<file path="src/rtl/arb_mux_pkg.sv">
// Shared definitions for the arb_mux stream merger: FSM state encoding,
// default geometry and a constant-evaluable clog2 used for index widths.
package arb_mux_pkg;

    // Packet-level arbitration state: free to pick a new channel, or held
    // on the channel whose packet is still in flight.
    typedef enum logic [0:0] {
        ST_IDLE   = 1'b0,
        ST_LOCKED = 1'b1
    } state_t;

    localparam int unsigned DEFAULT_WIDTH    = 16;
    localparam int unsigned DEFAULT_CHANNELS = 8;

    // Index width for n channels; never below 1 so a 2-channel build still
    // gets a usable select bit.
    function automatic int unsigned clog2(input int unsigned n);
        int unsigned w;
        w = 1;
        while ((32'd1 << w) < n) begin
            w = w + 1;
        end
        return w;
    endfunction

endpackage

</file>
<file path="src/rtl/rr_arbiter.sv">
// Wrap-around priority search: returns the first requesting channel at or
// above ptr, falling back to the lowest requesting channel below it.
// Purely combinational.
module rr_arbiter
    import arb_mux_pkg::*;
#(
    parameter  int unsigned CHANNELS = DEFAULT_CHANNELS,
    localparam int unsigned SEL_W    = clog2(CHANNELS)
) (
    input  logic [CHANNELS-1:0] req,
    input  logic [SEL_W-1:0]    ptr,
    output logic [SEL_W-1:0]    gnt_idx,
    output logic                gnt_any
);

    logic [SEL_W-1:0] hi_idx;
    logic             hi_any;
    logic [SEL_W-1:0] lo_idx;
    logic             lo_any;

    // Two ascending scans with constant indices: the masked scan covers
    // ptr..CHANNELS-1, the unmasked scan supplies the wrapped fallback.
    always_comb begin
        hi_idx = '0;
        hi_any = 1'b0;
        lo_idx = '0;
        lo_any = 1'b0;
        for (int unsigned j = 0; j < CHANNELS; j++) begin
            if (req[j] && !lo_any) begin
                lo_any = 1'b1;
                lo_idx = SEL_W'(j);
            end
            if (req[j] && !hi_any && (SEL_W'(j) >= ptr)) begin
                hi_any = 1'b1;
                hi_idx = SEL_W'(j);
            end
        end
    end

    // Prefer the channel found at or after ptr; otherwise wrap to the lowest.
    always_comb begin
        gnt_any = lo_any;
        gnt_idx = hi_any ? hi_idx : lo_idx;
    end

endmodule

</file>
<file path="src/rtl/arb_mux.sv">
// arb_mux: merges CHANNELS valid/ready streams into one registered output
// stream with packet-atomic arbitration (a packet ends on in_last).
// Build option: define ARB_MUX_RR_EN for round-robin arbitration; without
// it the search always starts at channel 0 (fixed priority).
module arb_mux
    import arb_mux_pkg::*;
#(
    parameter  int unsigned WIDTH    = DEFAULT_WIDTH,
    parameter  int unsigned CHANNELS = DEFAULT_CHANNELS,
    localparam int unsigned SEL_W    = clog2(CHANNELS)
) (
    input  logic                      clk,
    input  logic                      reset,
    input  logic [CHANNELS*WIDTH-1:0] in_data,
    input  logic [CHANNELS-1:0]       in_valid,
    input  logic [CHANNELS-1:0]       in_last,
    output logic [CHANNELS-1:0]       in_ready,
    output logic [WIDTH-1:0]          out_data,
    output logic                      out_valid,
    output logic                      out_last,
    output logic [SEL_W-1:0]          out_chan,
    input  logic                      out_ready
);

    localparam logic [SEL_W-1:0] LAST_CH = SEL_W'(CHANNELS - 1);

    state_t           state_q;
    state_t           state_d;
    logic [SEL_W-1:0] lock_q;
    logic [SEL_W-1:0] lock_d;
    logic [SEL_W-1:0] ptr_q;

    logic [SEL_W-1:0] arb_idx;
    logic             arb_any;
    logic [SEL_W-1:0] grant;
    logic             grant_any;

    logic             can_load;
    logic             accept;
    logic             sel_valid;
    logic             sel_last;
    logic [WIDTH-1:0] sel_data;

    rr_arbiter #(
        .CHANNELS (CHANNELS)
    ) u_rr_arbiter (
        .req     (in_valid),
        .ptr     (ptr_q),
        .gnt_idx (arb_idx),
        .gnt_any (arb_any)
    );

    // A locked packet owns the grant even while its channel is idle.
    always_comb begin
        grant     = arb_idx;
        grant_any = arb_any;
        if (state_q == ST_LOCKED) begin
            grant     = lock_q;
            grant_any = 1'b1;
        end
    end

    // Select the granted channel's valid/last/data.
    always_comb begin
        sel_valid = 1'b0;
        sel_last  = 1'b0;
        sel_data  = '0;
        for (int unsigned i = 0; i < CHANNELS; i++) begin
            if (grant == SEL_W'(i)) begin
                sel_valid = in_valid[i];
                sel_last  = in_last[i];
                sel_data  = in_data[i*WIDTH +: WIDTH];
            end
        end
    end

    assign can_load = !out_valid || out_ready;
    assign accept   = grant_any && can_load && sel_valid;

    // One-hot ready to the granted channel; held low throughout reset.
    always_comb begin
        in_ready = '0;
        for (int unsigned i = 0; i < CHANNELS; i++) begin
            if (!reset && grant_any && can_load && (grant == SEL_W'(i))) begin
                in_ready[i] = 1'b1;
            end
        end
    end

    // Next-state: lock on a non-final beat, release on the final beat.
    always_comb begin
        state_d = state_q;
        lock_d  = lock_q;
        if (accept) begin
            case (state_q)
                ST_IDLE: begin
                    if (!sel_last) begin
                        state_d = ST_LOCKED;
                        lock_d  = grant;
                    end
                end
                ST_LOCKED: begin
                    if (sel_last) begin
                        state_d = ST_IDLE;
                    end
                end
                default: state_d = ST_IDLE;
            endcase
        end
    end

    // State and locked-channel registers.
    always_ff @(posedge clk or posedge reset) begin
        if (reset) begin
            state_q <= ST_IDLE;
            lock_q  <= '0;
        end else begin
            state_q <= state_d;
            lock_q  <= lock_d;
        end
    end

`ifdef ARB_MUX_RR_EN
    logic [SEL_W-1:0] ptr_d;

    // After a packet completes, the search restarts just past its channel,
    // wrapping at CHANNELS rather than at 2^SEL_W.
    always_comb begin
        ptr_d = ptr_q;
        if (accept && sel_last) begin
            ptr_d = (grant == LAST_CH) ? '0 : grant + 1'b1;
        end
    end

    // Round-robin pointer register.
    always_ff @(posedge clk or posedge reset) begin
        if (reset) begin
            ptr_q <= '0;
        end else begin
            ptr_q <= ptr_d;
        end
    end
`else
    assign ptr_q = '0;
`endif

    // Output stage: load on accept, drop valid when consumed, else hold.
    always_ff @(posedge clk or posedge reset) begin
        if (reset) begin
            out_valid <= 1'b0;
            out_data  <= '0;
            out_last  <= 1'b0;
            out_chan  <= '0;
        end else if (accept) begin
            out_valid <= 1'b1;
            out_data  <= sel_data;
            out_last  <= sel_last;
            out_chan  <= grant;
        end else if (out_ready) begin
            out_valid <= 1'b0;
        end
    end

endmodule
</file>
<file path="config.mk">
export PLATFORM = sky130hd
export DESIGN_NAME = arb_mux
export DESIGN_NICKNAME = d
export VERILOG_FILES = /design/src/rtl/arb_mux_pkg.sv /design/src/rtl/rr_arbiter.sv /design/src/rtl/arb_mux.sv
export SDC_FILE = /design/constraint.sdc
export NUM_CORES = 1
export LEC_CHECK = 0
export CORE_MARGIN = 2
export CORE_UTILIZATION = 36
export CTS_CLUSTER_DIAMETER = 30
export DETAILED_ROUTE_END_ITERATION = 6
export GPL_TIMING_DRIVEN = 0
export PLACE_DENSITY = 0.82
export REMOVE_ABC_BUFFERS = 1
export SLEW_MARGIN = 20
export SYNTH_ARGS = -nofsm -noshare
export SYNTH_HDL_FRONTEND = slang
export SYNTH_SLANG_ARGS = --single-unit
</file>
<file path="constraint.sdc">
create_clock -name clk -period 4.1 [get_ports clk]
set_clock_uncertainty 0.05 [all_clocks]
set_input_delay 0.615 -clock clk [delete_from_list [all_inputs] [get_ports clk]]
set_output_delay 0.615 -clock clk [all_outputs]
set_load 0.02 [all_outputs]
</file>
* After elaboration in Yosys (flattened, before gate mapping)
Cells that the tools add are included.
** Operators by class
- Muxes and demuxes :: 52
- Equal/unequal tests :: 7
- Bitwise gates (word level) :: 2
- Reductions and logical operators :: 32
** Operators by type and width (count)
- 2-to-1 mux 16 bit :: 8
- 2-to-1 mux 1 bit :: 37
- logical AND 1 bit :: 19
- 2-to-1 mux 3 bit :: 5
- equality test 3 bit, second input constant :: 4
- zero test 1 bit :: 9
- equality test 3 x 2 -> 1 bit, second input constant :: 2
- 2-to-1 mux 2 bit :: 2
- equality test 3 x 1 -> 1 bit, second input constant :: 1
- zero test 3 bit :: 1
- AND reduction 3 bit :: 1
- NOT 1 bit :: 2
- nonzero test 2 bit :: 1
- logical OR 1 bit :: 1
** Storage, ports and cells
- Bits of input ports :: 147
- Word-level logic and storage cells :: 99
- Register bits after elaboration :: 25

* Longest topological paths before layout
Gate-level depths: netlist of run 1.
- Depth in word-level cells :: 34
- Gate-level depth with buffers :: 10
- Depth with buffers taken out :: 7

* Modules after synthesis
Synthesis of run 1 repeated with hierarchy kept, for this count alone.
** Unflattened totals
- Cell total of the unflattened synthesis :: 337
- Area, all modules :: 2561.2 µm²
** Modules (own cells, without submodules)
- arb_mux :: area each 2333.5 µm², instances 1, cells an instance 301
- rr_arbiter :: area each 227.7 µm², instances 1, cells an instance 36

* Worst setup path after synthesis of run 1
Ideal clock, no wire load.
- Path type :: input to register
- Start point :: input in_valid[0]
- End point :: register lock_q[0]
- Slack :: 0.990 ns
- Cell stages on the path :: 8
- Buffers on the path :: 1
- Arrival time :: 2.932 ns
- Path through :: or3_4 o41a_1 buf_2 nor3_4 nand4_4 nor3b_1 a2111oi_4 mux2_1
** Between the ends
- Cells in the longest elaborated chain, start to end :: 34
- Elaborated cells between the ends (all ways) :: 59
** Ends and longest elaborated chain
- from (decl) :: RTL line arb_mux.sv:15 : input logic [CHANNELS-1:0] in_valid,
- 2-to-1 mux 1 bit :: RTL line rr_arbiter.sv:29, rr_arbiter.sv:33
- zero test 1 bit :: RTL line rr_arbiter.sv:29, rr_arbiter.sv:33
- logical AND 1 bit :: RTL line rr_arbiter.sv:29, rr_arbiter.sv:33
- 2-to-1 mux 1 bit :: RTL line rr_arbiter.sv:29, rr_arbiter.sv:33
- zero test 1 bit :: RTL line rr_arbiter.sv:29, rr_arbiter.sv:33
- logical AND 1 bit :: RTL line rr_arbiter.sv:29, rr_arbiter.sv:33
- 2-to-1 mux 1 bit :: RTL line rr_arbiter.sv:29, rr_arbiter.sv:33
- zero test 1 bit :: RTL line rr_arbiter.sv:29, rr_arbiter.sv:33
- [11 not listed]
- zero test 1 bit :: RTL line rr_arbiter.sv:29, rr_arbiter.sv:33
- logical AND 1 bit :: RTL line rr_arbiter.sv:29, rr_arbiter.sv:33
- 2-to-1 mux 3 bit :: RTL line rr_arbiter.sv:29, rr_arbiter.sv:33
- 2-to-1 mux 3 bit :: RTL line arb_mux.sv:57 : if (state_q == ST_LOCKED) begin
- zero test 3 bit :: RTL line arb_mux.sv:69 : if (grant == SEL_W'(i)) begin
- 2-to-1 mux 1 bit (8 in a row) :: RTL line arb_mux.sv:69
- logical AND 1 bit or NOT 1 bit (tied branches)
- AND reduction 3 bit (no line)
- to (signal assigned) :: RTL line arb_mux.sv:119 : lock_q <= lock_d;
- to (decl) :: RTL line arb_mux.sv:29 : logic [SEL_W-1:0] lock_q;
Several ways; a longest one is shown, not always the timed one.
A chain may end at the register's enable or synchronous reset.

* Final worst setup path of run 1
- Start point :: input in_valid[7]
- End point :: output in_ready[6]
** Between the ends
- Cells in the longest elaborated chain, start to end :: 7
- Elaborated cells between the ends (all ways) :: 10
** Ends and longest elaborated chain
- logical AND 1 bit * :: RTL line rr_arbiter.sv:29, rr_arbiter.sv:33
- branches (longest 4 deep; another with 2-to-1 mux 3 bit)
- logical AND 1 bit * :: RTL line arb_mux.sv:84 : if (!reset && grant_any && can_load && (grant == SEL_W'(i))) begin
- 2-to-1 mux 1 bit * :: RTL line arb_mux.sv:84
- to (decl) :: RTL line arb_mux.sv:17 : output logic [CHANNELS-1:0] in_ready,
Every way passes the cells marked *.

==> summary.md, run 1 <==
| Metric | Value |
|---|---|
| Status | complete, no violations |
| RePlAce Congestion | 0.888 |
| Syn avg cell area | approximately 8.7 um2 |
| CTS buffer count | 3 |
| Post-Route WL | 9050 um |
| Largest family of logic cells by synthesized area | multiplexers |
| XOR/XNOR Fraction of Synth Area | 0% |
| Top-count cell post-synth | nand2_1 |
| Fin nets | about 610 |
| Area of the core | 6790 um2 |
| Clk pin slew, worst setup/hold paths | ~90 ps |
| Leak pwr | 1.82 nW |
| Max Fclk | 0.254 GHz |
| HP Class | reg -> reg |
| Rows | 30 |
| # IOs | 176 |
| Flops & latches, synth | 25 |
| Ys Warns | 0 |
| CTS tree | done |
| Via density | ~5.4 |
| Max H-tree Level | 1 |
| Slew headroom | 35.2% |
| Post-synth EDFFs | 0 |
| Crit share post-route | 96.1% |
| Yosys top cell area share | 24.7% |
| R2R Path End | lock_q[0]$_DFFE_PP0P_ |
| Total global routing overflow | 0 |
| First-pass GRT wire length | around 14000 um |
| Worst-path fanout max | 14 |
| Final setup viols | 0 |
| Total chip power | 2.52 mW |
| Synthesized cell area | 2530 um2 |
| Compound-Gate Fraction of Synth Area | 22.6% |
| Final Max Tran Viols | 0 |
| IO Port Bufs | roughly 180 |
| Routed via count | 2980 |
| Final WS setup | around 160 ps |
| Hold_sp | out_data[5]$_DFFE_PP0P_ |
| Adder-cell share of the synthesized area | 0% |
| Share of layout cells above drive strength 1 | 8.46% |
| Area grow syn2layout | 76.7% |
| Kind of critical path | in -> out |
| Clock Path Buffers | 2 |
| CP endpoint kind | output port |
| Post-route minimum period | 3940 ps |
| Yosys top cell by area | dfrtp_1 |
| Drt wl/cell | approximately 16 um |
| Initial Util | between 30% and 40% |
| R2R setup slack | 630 ps |
| Placement Setup Slack | -468 ps |
| CP arrival | 3270 ps |
| Die W | 87.9 um |
| Drt pass-1 iters | 4 |
| Final Hold Fails | 0 |
| Clock sink count | 25 |
| Clk_lat worst skew | 260 ps |
| PD cells | ~560 nW/um2 |
| Max-Cap Viols | 0 |
| Commonest cells in the netlist | 69 x nand2_1, 44 x mux2i_1, 25 x dfrtp_1, 16 x nor2_1, 12 x and3_1 |
| Largest net degree at the start of global routing | 28 |
| Clock Tree Root | clkbuf_8 |
| Worst-margin pin slew | 970 ps |
| DRC marker count from the first detailed-route iteration | slightly below 90 |
| Synth top area cells | dfrtp_1 25%, mux2i_1 17%, nand2_1 10% |
| Die Ht | slightly below 90 um |
| Post-synthesis sequential area ratio | 24.7% |
| Global Route Usage Sum | 22.3% |
| Async set or reset register ratio after synthesis | 100% |
| Fill count | 601 |
| Synth Area in Simple Gates | 21.9% |
| Worst r2r path cells | 7 |
| Worst Path Required | 3430 ps |
| Top FF cell, synth | dfrtp_1 |
| # diodes | 0 |
| Initial antenna violation count | 0 |
| Die area | 7720 um2 |
| Post-route ant nets | 0 |
| Post-DP HPWL | 7140 um |
| Hold Path Sink | out_data[5]$_DFFE_PP0P_ |
| Remaining DRCs | 0 |
| Distinct cell type count after synthesis | 53 |
| Crit path launch type | input port |
| Peak VDD IR | 0.000312 V |
| Mapped Cells | roughly 290 |
| R2R Path Start | state_q$_DFFE_PP0P_ |
| Vias in the first global route | 2931 |
| WHS Path Cells | 1 |
| Post-synthesis mux area share | 26.7% |
routing by layer:
| layer | up-vias | wire (um) | global-route usage, % |
|---|---|---|---|
| li1 | 1442 | - | - |
| met1 | 1400 | 3520 | 25.5 |
| met2 | 132 | 4590 | 42.3 |
| met3 | 6 | 869 | 5.00 |
| met4 | 0 | 66 | 4.06 |
| met5 | - | 0 | 0 |
sequential cells by signal, indices dropped and copies added (netlist names):
name and flops:
out_data 16, lock_q 3, out_chan 3, out_last 1, out_valid 1, state_q 1
where the power goes:
| group | internal [mW] | switching, mW | total (mW) |
|---|---|---|---|
| sequential | 0.377 | 0.0775 | 0.454 |
| clock | 0.0678 | 0.0770 | 0.145 |
| combinational | 0.944 | 0.981 | 1.93 |
| total | 1.39 | 1.14 | 2.52 |
kinds of logic (layout without fill, tap and decap cells):
| group | count (synthesis) | in the layout |
|---|---|---|
| AND/OR/NAND/NOR | 117 | 117 |
| buffers and inverters | 23 | 192 |
| AO/OA/AOI/OAI | 62 | 62 |
| flip-flops | 25 | 25 |
| multiplexers | 65 | 65 |
timing repair:
item | CTS | global route
pin swaps | 1 | 0
setup endpoints to repair | 28 | 6
hold buffers | 0 | 0
hold endpoints to repair | 0 | 0
setup buffers | 1 | 0
resized for setup | 3 | 3
final cells by class:
class / instances / area, um2 / area share, %
timing repair buffer: 182 / 1830 / 40.9
multi-input combinational: 244 / 1830 / 40.9
sequential: 25 / 626 / 14.0
tap: 96 / 120 / 2.68
clock buffer: 3 / 41.3 / 0.923
inverter: 6 / 22.5 / 0.503
clock inverter: 1 / 5.00 / 0.112
placed cells by master (no fill, tap or decap), types with 2 or more instances in the layout:
cell,n
mux2_2,11
a32o_1,9
and3_1,12
inv_1,6
nor2_1,15
o22a_1,2
nand3_1,3
o221ai_1,2
a21oi_1,7
nand2_1,68
clkbuf_8,3
a221oi_1,9
or3_1,2
dfrtp_1,25
nand4_1,4
buf_6,5
o31ai_1,5
clkdlybuf4s50_1,175
o21ai_0,3
nand2b_1,2
mux2i_1,44
a311o_1,4
mux2_1,10
a211oi_1,2
worst max-delay path, stage by stage:
cell and delay [ps]:
clkdlybuf4s50_1 640, nor2_1 110, o311a_1 390, nor2_2 560, nand2_1 150, nor2_1 170, clkdlybuf4s50_1 620
worst max path at each step:
stage | startpoint | to | slack [ps] | depth (start not counted)
global placement | in_valid[2] | in_ready[7] | -2050 | 7
floorplan | in_valid[3] | out_chan[0]$_DFFE_PP0P_ | -330 | 6
CTS | in_valid[4] | in_ready[2] | 20 | 6
global route | in_valid[4] | in_ready[2] | -6 | 6
finish | in_valid[7] | in_ready[6] | 160 | 7
detailed placement | in_valid[4] | out_data[6]$_DFFE_PP0P_ | -470 | 8
metrics by stage:
step           hold slack [ps]  cells  TNS (ps)  util [%]  area [um2]
4_1_cts                    445    557         0      65.6        4460
3_3_place_gp               416    546    -54140      63.7        4330
5_1_grt                    453    557     -5.84      65.9        4470
2_1_floorplan              446    275     -7550         -        2450
3_5_place_dp               425    552    -11740      64.7        4400
6_report                   440    557         0      65.9        4470
Note: power is estimated with default switching activity, not from simulation.
==> run 2, diff against run 1 <==
--- a/config.mk
+++ b/config.mk
@@ -5,12 +5,14 @@
 export SDC_FILE = /design/constraint.sdc
 export NUM_CORES = 1
 export LEC_CHECK = 0
+export CELL_PAD_IN_SITES_DETAIL_PLACEMENT = 1
+export CELL_PAD_IN_SITES_GLOBAL_PLACEMENT = 2
 export CORE_MARGIN = 2
-export CORE_UTILIZATION = 36
+export CORE_UTILIZATION = 18
 export CTS_CLUSTER_DIAMETER = 30
 export DETAILED_ROUTE_END_ITERATION = 6
 export GPL_TIMING_DRIVEN = 0
-export PLACE_DENSITY = 0.82
+export PLACE_DENSITY_LB_ADDON = 0.1
 export REMOVE_ABC_BUFFERS = 1
 export SLEW_MARGIN = 20
 export SYNTH_ARGS = -nofsm -noshare
==> run 2 against run 1 <==
Net effect:
- via count decreased by 0.30%
- first-iteration DRC count grew 4.5%
- setup slack got worse by 56 ps
- largest cell class unchanged
- maximum frequency down 1.4%
- clock power rose by 53%
- combinational power up 6%
- wire length grew 28%
- final cell count is 16% higher
- die area increased by 95%
- critical path depth stayed put
- hold slack got worse by 4.0 ps
==> summary.md, run 2 (synthesis results as in run 1) <==
| Metric | Value |
|---|---|
| Crit share post-route | between 90% and 100% |
| Most flops, register | out_data |
| Final setup viols | 0 |
| Fin area | about 4700 um2 |
| IO Port Bufs | about 180 |
| Vias in the first global route | roughly 3200 |
| Leak pwr | 1.86 nW |
| Die W | 123 um |
| Fill count | between 1500 and 2000 |
| Max H-tree Level | 1 |
| R2R Path Start | state_q$_DFFE_PP0P_ |
| R2R Path End | lock_q[0]$_DFFE_PP0P_ |
| Max Fclk | 0.250 GHz |
| R2R setup slack | just under 500 ps |
| Clk pin slew, worst setup/hold paths | 60 ps |
| Drt wl/cell | 17.9 um |
| Sw Ratio | between 40 and 50% |
| First-pass GRT wire length | around 18000 um |
| Pint | 1.51 mW |
| Worst r2r path cells | 7 |
| Area grow syn2layout | 84.9% |
| DRC marker count from the first detailed-route iteration | between 90 and 100 |
| Rows | 43 |
| Max FFs per register | 16 |
| Total global routing overflow | 0 |
| RePlAce Congestion | approximately 0.74 |
| Kind of critical path | in -> out |
| Cts hold-fix bufs | 0 |
| Total chip power | 2.73 mW |
| Clk_lat worst skew | between 200 and 300 ps |
| Crit path launch type | input port |
| Area occupied by multi-input gates | 1850 um2 |
| HP Class | reg -> reg |
| Peak VDD IR | 0.000276 V |
| Post-route minimum period | around 4000 ps |
| Initial antenna violation count | 0 |
| Worst-path fanout max | 10 |
| Post-Route WL | 11500 um |
| Top Registers | out_data: 16 flops, lock_q: 3 flops, out_chan: 3 flops |
| Most common cell after layout, fill and taps aside | clkdlybuf4s50_1 |
| # IOs | between 150 and 200 |
| Routed via count | between 2000 and 3000 |
| Area of the core | 13800 um2 |
| Global Route Usage Sum | between 10% and 20% |
| Slew headroom | 41.4% |
| Worst Path Required | between 3000 and 4000 ps |
| Die area | 15000 um2 |
| Post-route ant nets | 0 |
| Via density | 4.61 |
| Post-Layout Cell Count | roughly 640 |
| Status | complete, no violations |
| Dpl cells | 637 |
| # diodes | 0 |
| Final Hold Fails | 0 |
| CP arrival | 3330 ps |
| Dpl cell area | 4530 um2 |
| Clock sink count | 25 |
| Worst Setup SP | in_valid[0] |
| CP endpoint | in_ready[5] |
| CTS buffer count | 3 |
| Clk pwr share | under 10% |
| Initial Util | 18.3% |
| Largest net degree at the start of global routing | 28 |
| Most frequent cells in the layout | 175 x clkdlybuf4s50_1, 68 x nand2_1, 44 x mux2i_1, 25 x dfrtp_1, 15 x nor2_1 |
| Fin util | 33.9% |
| Final hold slack | 436 ps |
| FF+latch area | 626 um2 |
| Clock Path Buffers | 2 |
| Share of layout cells above drive strength 1 | 9.27% |
| Max-Cap Viols | 0 |
| CTS tree | done |
| RSZ-0062 raised after global routing | false |
| PD cells | 582 nW/um2 |
| CP endpoint kind | output port |
| Sw Pwr | ~1.2 mW |
| Post-DP HPWL | slightly above 9000 um |
| Fin nets | 612 |
| Final Max Tran Viols | 0 |
| Clock Tree Root | clkbuf_16 |
| Drt pass-1 iters | 4 |
| Logic pwr share | 75.1% |
| Reg power frac | 16.7% |
| Worst-margin pin slew | roughly 900 ps |
| Remaining DRCs | 0 |
| Die Ht | roughly 120 um |
run 2: changes by cell type in the layout (fill, tap and decap cells not counted), sizes merged:
cell    previous run  this run
clkinv             1         0
clkbuf             3         4
buf                7        10
run 2: how the worst min path moves through the flow:
| stage | end | cells past startpoint | from |
|---|---|---|---|
| 2_1_floorplan | lock_q[0]$_DFFE_PP0P_ | 1 | lock_q[0]$_DFFE_PP0P_ |
| 3_3_place_gp | out_chan[1]$_DFFE_PP0P_ | 1 | out_chan[1]$_DFFE_PP0P_ |
| 3_5_place_dp | out_data[4]$_DFFE_PP0P_ | 1 | out_data[4]$_DFFE_PP0P_ |
| 4_1_cts | out_data[4]$_DFFE_PP0P_ | 1 | out_data[4]$_DFFE_PP0P_ |
| 5_1_grt | out_data[1]$_DFFE_PP0P_ | 1 | out_data[1]$_DFFE_PP0P_ |
| 6_report | out_data[0]$_DFFE_PP0P_ | 1 | out_data[0]$_DFFE_PP0P_ |
run 2: stage by stage:
step           setup WS, ps  TNS, ps
3_3_place_gp          -2400   -68010
2_1_floorplan          -333    -7550
4_1_cts                17.4        0
5_1_grt                6.28        0
3_5_place_dp           -514    -6930
6_report                104        0
run 2: cell type report:
class	count	share of cell area (%)
multi-input combinational	244	39.5
sequential	25	13.4
clock buffer	4	1.68
tap	180	4.81
timing repair buffer	185	40.2
inverter	6	0.481
run 2: repair_timing:
action	CTS	global route
pin swaps	1	1
buffers inserted	1	2
gates resized for setup	3	5
endpoints found under the setup margin	8	24
run 2: power groups by stage:
| stage | registers, mW | logic (mW) | clock network [mW] |
|---|---|---|---|
| floorplan | 0.576 | 1.08 | 0 |
| global placement | 0.453 | 1.95 | 0 |
| detailed placement | 0.459 | 2.01 | 0 |
| CTS | 0.457 | 2.04 | 0.235 |
| global route | 0.476 | 2.24 | 0.242 |
| finish | 0.456 | 2.05 | 0.222 |
run 2: per-layer routing:
layer | wire length [um] | global-route usage [%] | up-vias
li1 | - | - | 1446
met1 | 4870 | 18.4 | 1427
met2 | 5780 | 28.7 | 92
met3 | 784 | 3.30 | 6
met4 | 102 | 1.94 | 0
met5 | 0 | 0 | -
run 2: critical path, stage by stage:
cell and delay (ps):
clkdlybuf4s50_1 490, or3_4 440, o41ai_4 620, buf_6 250, o21ai_2 110, nor2_1 150, clkdlybuf4s50_1 650
==> run 3, diff against run 2 <==
--- a/config.mk
+++ b/config.mk
@@ -11,9 +11,10 @@
 export CORE_UTILIZATION = 18
 export CTS_CLUSTER_DIAMETER = 30
 export DETAILED_ROUTE_END_ITERATION = 6
-export GPL_TIMING_DRIVEN = 0
+export MAX_ROUTING_LAYER = met4
 export PLACE_DENSITY_LB_ADDON = 0.1
 export REMOVE_ABC_BUFFERS = 1
+export SETUP_SLACK_MARGIN = 0.5
 export SLEW_MARGIN = 20
 export SYNTH_ARGS = -nofsm -noshare
 export SYNTH_HDL_FRONTEND = slang
==> run 3 against run 2 <==
Net effect:
- maximum frequency increased by 14%
- sequential power grew 1%
- setup slack gained 490 ps
- sequential share of layout area decreased by 0.17 points
- via count grew 2.3%
- final cell count increased by 1.4%
- core utilization is 0.44 points higher
- hold slack hardly changed
- power hardly changed
- largest power group unchanged
==> summary.md, run 3 (synthesis results as in run 1) <==
| Metric | Value |
|---|---|
| Final setup TNS | 0 ps |
| Area of the core | around 14000 um2 |
| Clk pin slew, worst setup/hold paths | roughly 70 ps |
| Clock Path Buffers | 2 |
| Top Registers | out_data: 16 flops, lock_q: 3 flops, out_chan: 3 flops |
| CTS tree | done |
| CTS buffer count | 3 |
| # diodes | 0 |
| Cts hold-fix bufs | 0 |
| Status | complete, no violations |
| Fin util | around 34% |
| WHS Path Cells | 1 |
| HP Class | reg -> reg |
| Clk pwr share | between 8 and 9% |
| R2R Path End | lock_q[0]$_DFFE_PP0P_ |
| Initial antenna violation count | 0 |
| Clock Tree Root | clkbuf_16 |
| Dpl cells | 646 |
| Max-Cap Viols | 0 |
| RePlAce Congestion | 0.803 |
| Die W | 123 um |
| Via density | between 4 and 5 |
| Fin nets | roughly 620 |
| Max H-tree Level | 1 |
| Slew headroom | 34.1% |
| DRC marker count from the first detailed-route iteration | 126 |
| Post-route ant nets | 0 |
| Logic pwr share | between 70% and 80% |
| Drt wl/cell | 18.1 um |
| CP endpoint kind | flip-flop |
| Most frequent cells in the layout | 168 x clkdlybuf4s50_1, 69 x nand2_1, 44 x mux2i_1, 25 x dfrtp_1, 17 x buf_4 |
| Post-route minimum period | 3500 ps |
| Crit path launch type | input port |
| CP arrival | 3600 ps |
| Worst path slowest cell | clkdlybuf4s50_1 |
| Worst-margin pin slew | 982 ps |
| Kind of critical path | in -> reg |
| Most flops, register | out_data |
| Crit share post-route | between 80% and 90% |
| Sw Pwr | 1.22 mW |
| Initial Util | 18.3% |
| Final setup viols | 0 |
| Hold Path Sink | out_data[6]$_DFFE_PP0P_ |
| IO Port Bufs | 175 |
| Drt pass-1 iters | 4 |
| Post-Route WL | 11800 um |
| Max incr delay on CP | 510 ps |
| Reg power frac | between 10% and 20% |
| Vias in the first global route | 3283 |
| CP top delay family | simple AND/OR/NAND/NOR gates |
| Total global routing overflow | 0 |
| Share of layout cells above drive strength 1 | 10.8% |
| Max FFs per register | 16 |
| Clk_lat worst skew | around 260 ps |
| # IOs | 176 |
| Sw Ratio | 44.6% |
| Worst Path Buf+Inv | 2 |
| Max Fclk | 0.285 GHz |
| RSZ-0062 raised after global routing | true |
| Area grow syn2layout | 87.3% |
| Most common cell after layout, fill and taps aside | clkdlybuf4s50_1 |
| First-pass GRT wire length | approximately 18000 um |
| Final Max Tran Viols | 0 |
| Crit path cell chain | clkdlybuf4s50_1 -> or3_4 -> o41a_1 -> buf_4 -> nor3_4 -> nand4_4 -> nor3b_1 -> a2111oi_4 -> mux2_1 |
| Worst Path Required | 4190 ps |
| Die Ht | around 120 um |
| Remaining DRCs | 0 |
| Rows | 43 |
| Worst-path fanout max | 5 |
| Die area | approximately 15000 um2 |
| Pint | between 1.5 and 2 mW |
| Clock sink count | 25 |
| Peak VDD IR | 0.000197 V |
| Post-Layout Cell Count | 653 |
| PD cells | 574 nW/um2 |
| R2R setup slack | 830 ps |
| Global Route Usage Sum | between 15 and 20% |
| Leak pwr | 1.96 nW |
| R2R Path Start | state_q$_DFFE_PP0P_ |
| Final Hold Fails | 0 |
| Routed via count | 3038 |
| Post-DP HPWL | ~9300 um |
| Largest net degree at the start of global routing | 63 |
| Hold_sp | out_data[6]$_DFFE_PP0P_ |
| Total chip power | 2.72 mW |
| Worst r2r path cells | 8 |
## run 3: layer usage
metal | GRT usage, % | wire length, um
met1 | 19.7 | 5160
met2 | 28.2 | 5840
met3 | 3.02 | 730
met4 | 1.80 | 61
met5 | - | 0
## run 3: final cells by class
type | instances | area (um2)
Sequential cell | 25 | 626
Clock buffer | 4 | 78.8
Fill cell | 1603 | 9080
Multi-Input combinational cell | 244 | 1850
Timing Repair Buffer | 194 | 1940
Tap cell | 180 | 225
Inverter | 6 | 22.5
## run 3: worst max path at each step
stage | start | end | slack, ps | depth (start not counted)
detailed placement | in_valid[1] | out_data[11]$_DFFE_PP0P_ | 250 | 10
floorplan | in_valid[3] | out_chan[0]$_DFFE_PP0P_ | -330 | 6
finish | in_valid[0] | lock_q[0]$_DFFE_PP0P_ | 600 | 9
CTS | in_valid[7] | in_ready[3] | 500 | 7
global route | in_valid[0] | lock_q[2]$_DFFE_PP0P_ | 450 | 9
global placement | in_valid[7] | out_data[6]$_DFFE_PP0P_ | 340 | 9
## run 3: metrics by stage
step	setup WS (ps)	instance area [um2]	hold WS, ps
floorplan	-333	2450	446
global placement	336	4580	416
detailed placement	251	4580	427
CTS	499	4690	443
global route	446	4740	459
finish	595	4740	436
## run 3: repair_timing
| item | 4_1_cts | 5_1_grt |
|---|---|---|
| hold endpoints to repair | 0 | 0 |
| resized for setup | 3 | 14 |
| setup buffers | 3 | 0 |
| endpoints found under the setup margin | 8 | 16 |
| pin swaps | 2 | 2 |
## run 3: power groups by stage
stage,sequential [mW],combinational (mW),clock (mW)
finish,0.461,2.04,0.221
floorplan,0.576,1.08,0
detailed placement,0.463,2.05,0
CTS,0.462,2.08,0.231
global route,0.483,2.24,0.242
global placement,0.461,2.03,0
==> variant 1 (flow settings as in run 2) <==
`DEFAULT_WIDTH`: 16 -> 32.
--- a/src/rtl/arb_mux_pkg.sv
+++ b/src/rtl/arb_mux_pkg.sv
@@ -9,7 +9,7 @@
         ST_LOCKED = 1'b1
     } state_t;
 
-    localparam int unsigned DEFAULT_WIDTH    = 16;
+    localparam int unsigned DEFAULT_WIDTH    = 32;
     localparam int unsigned DEFAULT_CHANNELS = 8;
 
     // Index width for n channels; never below 1 so a 2-channel build still
Ports: changed (resized in_data and out_data); port bits go from 176 to 320. No check against the original RTL was run, so the function may have changed too.
==> variant 1 against run 2 <==
- register-to-register slack better by 0.07 ns
- non-clock buffer count increased by 154
- sequential cell count up 16
- routed wire length grew 120%
- largest cell class unchanged
- die area grew 52%
- worst setup slack got worse by 0.094 ns
- cell area is 68% higher
- cell count grew 84%
- critical path type unchanged
- via count is 98% higher
- sequential power is 64% higher
- area after synthesis grew 54%
- total power is 61% higher
- largest power group unchanged
==> variant 1: results <==
set metrics [dict create \
    nFillCells 2554 \
    cts_buffers 5 \
    synth_ff_type "dfrtp_1" \
    crit_path_end_kind "output pin" \
    peakVddDrop_mv 0.217 \
    postPlaceCellArea_um2 7520 \
    vias 5883 \
    grt_pass1_wl_mm 37.8 \
    ys_types 43 \
    r2r_end "lock_q[2]$_DFFE_PP0P_" \
    hold_start "out_data[28]$_DFFE_PP0P_" \
    rr_startpoint "state_q$_DFFE_PP0P_" \
    worst-path-max-fanout 30 \
    avgSynthCellArea_um2 6.41 \
    drive_above_1_share_pct 5.51 \
    cp_slowest_stage_delay_ns 0.65 \
    synth_area_leaders "dfrtp_1 (26%), nand2_1 (19%), nand3_1 (8.3%)" \
    cp_slowest_cell "or4_4" \
    io_buffers 319 \
    cts_root_buf "clkbuf_16" \
    clock_latency_ns 0.29 \
    viasPerCell 4.97 \
    arrival_ns 3.43 \
    dpl_worst_slack_ns -1.26 \
    largest_registers "out_data (32), lock_q (3), out_chan (3)" \
    yosys-top-cells-count "nand2_1 (198), nand3_1 (65), clkbuf_1 (45)" \
    startpoint "in_valid[3]" \
    dp_cells 1164 \
    run_status "completed" \
    grt.total_usage_pct 21.8 \
    worstRegToRegCells 8 \
    p_leak_uw 0.00308 \
    cp.buffers_inverters 3 \
    yosysSeqAreaShare_pct 26.3 \
    first_global_vias 6636 \
    min_to "out_data[28]$_DFFE_PP0P_" \
    hold_depth 2 \
    gp_congestion 0.816 \
    reg2reg_slack_ns 0.56 \
    clock_path_buffers 2 \
    routed_wl_mm 25.2 \
    antenna_found_initial 2 \
    grt_max_degree 52 \
    cts_max_level 2 \
    drt_iter0_drc 153 \
    yosysWarnings 0 \
    first_pass_iters 4 \
    slew_headroom_pct 44.7 \
    p_int_uw 2230 \
    synthArstFlopShare_pct 100 \
    dp_hpwl_mm 18.1 \
]
[variant 1: cell types whose count changed after synthesis, sizes merged, moves of 16 or more]
cell,run 2,this run
nand2,69,198
nand3,3,65
mux2i,44,1
clkbuf,8,45
a21oi,8,43
a31oi,0,24
o211ai,2,25
mux2,21,3
dfrtp,25,41
[variant 1: layout make-up]
| class | count | area (um2) | area share, % |
|---|---|---|---|
| repair buffers | 339 | 3500 | 44.6 |
| multi-input cells | 512 | 2810 | 35.8 |
| flip-flops and latches | 41 | 1030 | 13.1 |
| clock buffers | 8 | 136 | 1.74 |
| well taps | 275 | 344 | 4.39 |
| inverters | 7 | 26.3 | 0.335 |
| diodes | 1 | 2.50 | 0.0319 |
[variant 1: cell families (layout without fill, tap and decap cells)]
| group | count (synthesis) | in the layout | share of synthesized area, % |
|---|---|---|---|
| and+or+nand+nor | 327 | 331 | 36.4 |
| AOI/OAI and AO/OA | 177 | 177 | 30.2 |
| other | 0 | 1 | 0 |
| buffers and inverters | 61 | 354 | 6.02 |
| DFF | 41 | 41 | 26.3 |
| muxes | 4 | 4 | 1.12 |
[variant 1: per-stage QoR]
| step | setup TNS (ns) | hold WS [ns] | total power (uW) |
|---|---|---|---|
| final | 0 | 0.430 | 4390 |
| after global routing | -0.182 | 0.458 | 4770 |
| after CTS | 0 | 0.434 | 4480 |
| after floorplan | -77.95 | 0.408 | 2420 |
| after global placement | -268.12 | 0.409 | 3740 |
| after detailed placement | -28.38 | 0.417 | 3920 |
[variant 1: worst register-to-register path, cell delays in order, from the launching register on]
cell      delay (ns)
dfrtp_1         0.73
a211oi_2        0.24
or3_4           0.46
buf_4           0.22
nor2_1          0.66
a221oi_1        0.21
a21oi_1         0.40
nor4_4          0.11
mux2_1          0.34
[variant 1: how the worst max path moves through the flow]
stage / end / slack [ns] / depth (start not counted)
CTS: in_ready[5] / 0.004 / 8
global placement: out_data[28]$_DFFE_PP0P_ / -6.24 / 9
global route: in_ready[5] / -0.07 / 8
detailed placement: in_ready[7] / -1.26 / 8
finish: in_ready[5] / 0.01 / 8
floorplan: out_data[14]$_DFFE_PP0P_ / -1.95 / 8
[variant 1: timing repair]
item | CTS | global route
resized for setup | 16 | 3
setup endpoints to repair | 48 | 8
buffers inserted | 5 | 0
cloned | 5 | 0
pin swaps | 8 | 1
[variant 1: routing by layer]
metal / vias up / track usage [%] / share of wire [%]
met5: - / 0 / 0
met4: 0 / 6.31 / 2.4
met3: 39 / 8.67 / 11
met2: 270 / 38.4 / 47
met1: 2773 / 24.2 / 39
li1: 2801 / - / -
[variant 1: power groups by stage]
stage	logic, uW	registers, uW	clock network (uW)
global placement	3000	744	0
global route	3570	779	423
finish	3250	749	399
detailed placement	3170	755	0
floorplan	1460	962	0
CTS	3320	751	417
==> variant 2 (settings of run 2) <==
Without the edit above. Build with the macro `ARB_MUX_RR_EN` defined.
--- a/src/rtl/arb_mux.sv
+++ b/src/rtl/arb_mux.sv
@@ -2,6 +2,8 @@
 // stream with packet-atomic arbitration (a packet ends on in_last).
 // Build option: define ARB_MUX_RR_EN for round-robin arbitration; without
 // it the search always starts at channel 0 (fixed priority).
+`define ARB_MUX_RR_EN
+
 module arb_mux
     import arb_mux_pkg::*;
 #(
Check against the original RTL: not equivalent (Yosys sat finds a counterexample within 4 cycles, from zero or initial values and one cycle with reset high).
==> variant 2 against run 2 <==
- routed wire length grew 31%
- largest power group unchanged
- total power increased by 70%
- sequential cell count rose by 3
- worst setup slack gained 0.033 ns
- first-iteration DRC count increased by 5.4%
- critical endpoint is now in_ready[2]
- cell area rose by 18%
- area after synthesis rose by 21%
==> variant 2: results <==
set metrics [dict create \
    run_status "completed" \
    worst-path-max-fanout 42 \
    first_pass_iters 5 \
    drt_iter0_drc 98 \
    post_cts_resized 31 \
    hold_start "out_data[7]$_DFFE_PP0P_" \
    arrival_ns 3.30 \
    routedWlPerCell_um 18.6 \
    wl_met1_mm 6.56 \
    grtUsageMet2_pct 30.1 \
    postPlaceCellArea_um2 5080 \
    synth_area_leaders "dfrtp_1 (23%), a21oi_1 (12%), mux2_1 (6.2%)" \
    cts_root_buf "clkbuf_16" \
    rr_startpoint "ptr_q[1]$_DFFE_PP0P_" \
    io_buffers 175 \
    p_leak_uw 0.00228 \
    hold_class "flop to flop" \
    synthMuxAreaShare_pct 9.06 \
    gp_congestion 0.778 \
    yosysSeqAreaShare_pct 22.8 \
    wl_met2_mm 7.28 \
    wl_met3_mm 1.11 \
    yosysWarnings 0 \
    cts_setup_buffers 18 \
    grtUsageMet3_pct 4.24 \
    antenna_found_initial 0 \
    yosys-top-cells-count "a21oi_1 (74), inv_1 (46), nor2_1 (43)" \
    grt_max_degree 45 \
    viasPerCell 4.70 \
    first_global_vias 4226 \
    peakVddDrop_mv 0.313 \
    cellPowerDensity_nw_per_um2 839 \
    cp_slowest_stage_delay_ns 0.60 \
    grt_pass1_wl_mm 23.1 \
    tightest_slew_ns 0.975 \
    dp_cells 779 \
    synthAdderAreaFrac_pct 2.45 \
    yosysMostFrequentCell "a21oi_1" \
    nFillCells 1963 \
    total_power_uw 4640 \
    clkSlewWorstSetupHoldPaths_ns 0.07 \
    dpl_worst_slack_ns -1.44 \
    layout.nets 747 \
    grt.total_usage_pct 16.2 \
    final_cell_count_no_fill 812 \
    power.share.clock_pct 4.8 \
    worstSetupStartpointType "flop" \
    grt.met1_usage_pct 18.9 \
    ys_types 52 \
    pg_comb_uw 3890 \
    swShare_pct 49.1 \
    dp_hpwl_mm 10.3 \
    synth_ff_type "dfrtp_1" \
    clock_path_buffers 2 \
    synth_compound_area_share_pct 37.0 \
    avgSynthCellArea_um2 7.39 \
    crit_family "buffers and inverters" \
    drive_above_1_share_pct 12.7 \
]
[variant 2: cell count changes in the layout (fill, tap and decap cells not counted), sizes merged, moves of 21 or more]
| cell | delta |
|---|---|
| mux2i | -41 |
| nor2 | +27 |
| nand2 | -44 |
| buf | +21 |
| a21oi | +67 |
| inv | +41 |
[variant 2: final timing paths]
check,end,slack [ns],cells past startpoint
max in group asynchronous,ptr_q[2]$_DFFE_PP0P_,2.80,2
setup reg to reg,ptr_q[1]$_DFFE_PP0P_,0.16,16
min in group asynchronous,out_data[8]$_DFFE_PP0P_,0.77,2
setup / recovery,in_ready[2],0.14,11
hold / removal,out_data[7]$_DFFE_PP0P_,0.44,1
hold reg to reg,out_data[7]$_DFFE_PP0P_,0.44,1
[variant 2: cell type report]
type	instances	share of cell area [%]
multi-input combinational	307	40.0
timing repair buffer	207	37.8
sequential	28	12.7
tap	220	4.98
inverter	47	3.19
clock buffer	3	1.36
